### src/rtl/rr_stream_mux.sv
// M-input registered stream mux: round-robin or fixed-select arbitration with
// packet locking on in_last, followed by one pipeline register stage.
module rr_stream_mux #(
   parameter int N  = 64,
   parameter int M  = 4,
   parameter int CW = 2
) (
   input  logic            clk,
   input  logic            rst_n,
   input  logic            mode,
   input  logic [CW-1:0]   sel,
   input  logic [M-1:0]    in_valid,
   input  logic [M-1:0]    in_last,
   input  logic [M*N-1:0]  in_data,
   output logic [M-1:0]    in_ready,
   output logic            out_valid,
   output logic [N-1:0]    out_data,
   output logic [CW-1:0]   out_chan,
   output logic            out_last,
   input  logic            out_ready,
   output logic            dbg_locked,
   output logic [CW-1:0]   dbg_ptr
);

   typedef enum logic {IDLE = 1'b0, LOCKED = 1'b1} state_e;

   state_e          state_q;
   logic [CW-1:0]   lock_q;
   logic            lock_rr_q;
   logic [CW-1:0]   ptr_q;
   logic            out_valid_q;
   logic [N-1:0]    out_data_q;
   logic [CW-1:0]   out_chan_q;
   logic            out_last_q;

   logic            load;
   logic [CW-1:0]   grant;
   logic            grant_valid;
   logic            xfer;
   logic            xfer_last;
   logic [N-1:0]    xfer_data;
   logic [CW-1:0]   ptr_d;
   logic            ptr_adv;
   logic            lock_valid;
   logic            sel_valid;
   int              rr_idx;

   // Gating with rst_n keeps in_ready low while the block is held in reset.
   assign load = rst_n && (!out_valid_q || out_ready);

   always_comb begin
      lock_valid = 1'b0;
      sel_valid  = 1'b0;
      for (int k = 0; k < M; k++) begin
         if (lock_q == CW'(k)) lock_valid = in_valid[k];
         if (sel == CW'(k))    sel_valid  = in_valid[k];
      end
   end

   always_comb begin
      grant       = '0;
      grant_valid = 1'b0;
      rr_idx      = 0;
      if (state_q == LOCKED) begin
         grant       = lock_q;
         grant_valid = lock_valid;
      end else if (mode) begin
         grant       = sel;
         grant_valid = sel_valid;
      end else begin
         // Scan from ptr upward with wrap; the first valid channel wins.
         for (int i = 0; i < M; i++) begin
            rr_idx = int'(ptr_q) + i;
            if (rr_idx >= M) rr_idx = rr_idx - M;
            if (!grant_valid && in_valid[rr_idx]) begin
               grant       = CW'(rr_idx);
               grant_valid = 1'b1;
            end
         end
      end
   end

   always_comb begin
      in_ready  = '0;
      xfer_data = '0;
      xfer_last = 1'b0;
      for (int k = 0; k < M; k++) begin
         in_ready[k] = load && grant_valid && (grant == CW'(k));
         if (grant == CW'(k)) begin
            xfer_data = in_data[k*N +: N];
            xfer_last = in_last[k];
         end
      end
   end

   assign xfer    = load && grant_valid;
   assign ptr_d   = (int'(grant) + 1 == M) ? '0 : grant + CW'(1);
   // Only packets that started under round-robin move the pointer.
   assign ptr_adv = xfer_last &&
                    ((state_q == IDLE && !mode) || (state_q == LOCKED && lock_rr_q));

   always_ff @(posedge clk or negedge rst_n) begin
      if (!rst_n) begin
         state_q     <= IDLE;
         lock_q      <= '0;
         lock_rr_q   <= 1'b0;
         ptr_q       <= '0;
         out_valid_q <= 1'b0;
         out_data_q  <= '0;
         out_chan_q  <= '0;
         out_last_q  <= 1'b0;
      end else begin
         if (load) begin
            out_valid_q <= xfer;
            if (xfer) begin
               out_data_q <= xfer_data;
               out_chan_q <= grant;
               out_last_q <= xfer_last;
            end
         end
         if (xfer) begin
            case (state_q)
               IDLE: begin
                  if (!xfer_last) begin
                     state_q   <= LOCKED;
                     lock_q    <= grant;
                     lock_rr_q <= !mode;
                  end
               end
               LOCKED: begin
                  if (xfer_last) state_q <= IDLE;
               end
               default: state_q <= IDLE;
            endcase
            if (ptr_adv) ptr_q <= ptr_d;
         end
      end
   end

   assign out_valid  = out_valid_q;
   assign out_data   = out_data_q;
   assign out_chan   = out_chan_q;
   assign out_last   = out_last_q;
   assign dbg_locked = (state_q == LOCKED);
   assign dbg_ptr    = ptr_q;

endmodule

### config.mk
export PLATFORM = sky130hd
export DESIGN_NAME = rr_stream_mux
export DESIGN_NICKNAME = d
export VERILOG_FILES = /design/src/rtl/rr_stream_mux.sv
export SDC_FILE = /design/constraint.sdc
export NUM_CORES = 1
export LEC_CHECK = 0
export CAP_MARGIN = 20
export CORE_AREA = 2 2 134 136
export CTS_CLUSTER_DIAMETER = 40
export DETAILED_ROUTE_END_ITERATION = 8
export DIE_AREA = 0 0 136 138
export PLACE_DENSITY = 0.79
export SETUP_SLACK_MARGIN = 0.1
export SYNTH_ARGS = -nofsm -noshare
export SYNTH_HDL_FRONTEND = slang
export SYNTH_SLANG_ARGS = --single-unit
### constraint.sdc
create_clock -name clk -period 6.6 [get_ports clk]
set_clock_uncertainty 0.05 [all_clocks]
set_input_delay 0.66 -clock clk [delete_from_list [all_inputs] [get_ports clk]]
set_output_delay 0.66 -clock clk [all_outputs]
set_load 0.02 [all_outputs]
==> summary.txt <==
Run status
  • Status: completed

Layout
  • Final non-filler cell total: 1137
  • FILL cells: 1669
  • Register area: 1850 um^2
  • Area Growth Syn to Fin: 76.3%
  • Share of layout cells above drive strength 1: 4.85%
  • Final core occ: 49.9%
  • # diodes: 0
  • Layout net count: 1177
  • Multi-input logic area: 2830 um^2
  • Finished Cell Area: 8760 um^2

Route
  • Drc violations: 0
  • DR pass1 iterations: 4
  • Post-route ant nets: 0
  • WL/cell: 16.8 um
  • DRT iter0 DRCs: 193
  • Via count: 5795
  • Vias per inst: 5.10
  • Final WL: 19100 um

Clock tree
  • Clock root cell: clkbuf_16
  • Clock-pin slew on the worst setup and hold paths: 0.06 ns
  • Post_cts resized: 0
  • Post-CTS Hold Buffers: 0
  • H-tree levels: 3
  • Setup Fix Bufs, Post-CTS: 0
  • TritonCTS clock tree: done
  • # clock sinks: 74
  • Clk buf depth: 2
  • TritonCTS Buffers: 9
  • Worst-Skew Late Latency: 0.33 ns

Yosys
  • Post-Syn Instances: 601
  • Post-synthesis sequential area ratio: 37.3%
  • Post-synth net total: 875
  • Syn. warnings: 0
  • Unique cell type count in the Yosys netlist: 41
  • #FFs+latches synth: 74
  • Syn_area_per_cell: 8.27 um^2
  • Post-synth ARST share: 100%
  • Area contributors post-synth: dfrtp_1 37%, a21oi_1 12%, a221oi_1 11%
  • Top-count cell post-synth: a21oi_1
  • Post-synth EDFFs: 0
  • Synth top cells by count: 124 x a21oi_1, 74 x dfrtp_1, 71 x nor2_1
  • Top_reg_cell synth: dfrtp_1
  • Synth area leader: dfrtp_1
  • Cell Area, Synth: 4970 um^2
  • Yosys top cell area share: 37.3%

Floorplan
  • Die width: 136 um
  • Core box area: 17500 um^2
  • Num rows: 49
  • Die Ht: 138 um
  • # IOs: 345
  • Starting density of the core: 28.3%
  • DIE AREA: 18800 um^2

Placed design
  • Global placer's final weighted congestion: 0.860
  • I/O Buffers: 344
  • Dpl cell area: 8480 um^2
  • DPL Wire Length: 14300 um
  • DP Cell Count: 1121

Worst setup path
  • CP Capture Type: output pin
  • Worst path slowest cell: or4_4
  • CP startpoint kind: input port
  • CP required: 5.89 ns
  • Crit-path max cell delay: 0.59 ns
  • Arrival time at the worst endpoint: 4.11 ns
  • Most used cell, CP: clkdlybuf4s50_1
  • Critical Path Fanout Max: 67
  • Reg2reg path depth: 11
  • Setup CP Type: in -> out
  • Crit-path cells: clkdlybuf4s50_1 -> or4_4 -> o311ai_0 -> nor3_1 -> a221oi_2 -> inv_1 -> ha_2 -> buf_4 -> and2_1 -> clkdlybuf4s50_1

Global route
  • Initial antenna violation count: 0
  • Vias in the first global route: 5758
  • Gr usage total: 19.9%
  • Gr ovfl total: 0
  • First-pass GRT wire length: 29700 um
  • Largest net degree at the start of global routing: 75

STA
  • Max Clock Freq: 208 MHz
  • Tcrit/Tclk final: 73.0%
  • Unrepaired setup endpoints after global routing: false
  • Slew Limit Fails: 0
  • Worst Max-Slew Pin Slew: 0.895 ns
  • Final hold violation count: 0
  • Max-slew headroom: 40.2%
  • Fin crit period: 4.82 ns
  • Final setup fails: 0
  • Final setup TNS: 0 ns

Power
  • PwrDens: 494 nW/um^2
  • Static leakage: 3.22 nW
  • Worst vdd ir: 0.275 mV
  • Tot Pwr: 4.32 mW

Hold path
  • Hold WC Path Type: in -> async

Flow run
  • Total of max-cap violations: 0
-- registers in the layout, indices dropped and copies added (netlist names) --
register and count:
out_valid 1, dbg_ptr 2, out_data 64, lock_rr_q 1, lock_q 2, out_last 1
out_chan 2, dbg_locked 1
-- path summary, 6_finish.rpt --
kind | from | endpoint | slack [ns]
worst max-delay path | in_valid[3] | in_ready[1] | 1.78
worst min-delay path | rst_n | out_data[32] | 0.24
worst max register to register | dbg_ptr[1] | dbg_ptr[0] | 2.60
worst min register to register | out_valid | out_valid | 0.46
max in group asynchronous | rst_n | out_data[61] | 5.34
min in group clk | out_valid | out_valid | 0.46
-- cell type report --
type                    instances  area share [%]
repair buffers                351            39.9
multi-input cells             462            32.3
flip-flops and latches         74            21.1
well taps                     229            3.27
clock buffers                  13            2.74
clock inverters                 3           0.457
inverters                       5           0.214
-- kinds of logic (layout without fill, tap and decap cells) --
| logic type | after synthesis | after routing | share of synthesized area (%) |
|---|---|---|---|
| simple gates | 230 | 230 | 23.8 |
| compound gates | 219 | 219 | 29.1 |
| flops | 74 | 74 | 37.3 |
| buf+inv | 65 | 372 | 6.55 |
| mux | 9 | 9 | 2.27 |
| fa+ha+maj | 4 | 4 | 1.01 |
-- power breakdown --
| part | total [mW] | switching (mW) | internal [mW] |
|---|---|---|---|
| registers | 0.837 | 0.143 | 0.694 |
| clock network | 0.473 | 0.181 | 0.292 |
| logic | 3.01 | 1.67 | 1.34 |
-- worst max-delay path: cells and delay by family --
| family | cells | cell delay [ns] |
|---|---|---|
| buffers and inverters | 4 | 1.64 |
| AO/OA/AOI/OAI | 2 | 0.59 |
| AND/OR/NAND/NOR | 3 | 0.95 |
| adder cells (fa/ha/maj) | 1 | 0.26 |
-- routing by layer --
metal | global-route usage (%) | up-vias | part of all wire (%)
met3 | 5.32 | 32 | 8.9
met5 | 0 | - | 0
met4 | 7.40 | 0 | 2.5
li1 | - | 2827 | -
met2 | 34.8 | 274 | 50
met1 | 23.2 | 2662 | 39
-- cells in the final DEF, fill, tap and decap left out, types with 2 or more instances in the layout --
cell type / n
clkdlybuf4s50_1: 343
a21oi_1: 124
dfrtp_1: 74
nor2_1: 71
nor2b_1: 66
nor3_1: 66
a221oi_1: 63
a21oi_2: 11
clkbuf_16: 9
buf_4: 8
nand2_1: 7
o21ai_0: 7
inv_1: 5
and2_1: 5
clkbuf_1: 4
nand2b_1: 3
mux2i_1: 3
nand3_1: 3
o31ai_1: 3
and3_1: 2
o221ai_1: 2
a211oi_1: 2
mux2_1: 2
mux2_2: 2
ha_4: 2
clkinv_2: 2
-- through the flow --
stage	hold WS, ns	worst slack (ns)
2_1_floorplan	0.314	3.12
3_3_place_gp	0.447	1.84
3_5_place_dp	0.451	1.68
4_1_cts	0.250	1.82
5_1_grt	0.273	1.56
6_report	0.244	1.78
Power figures use the tool's default switching activity.
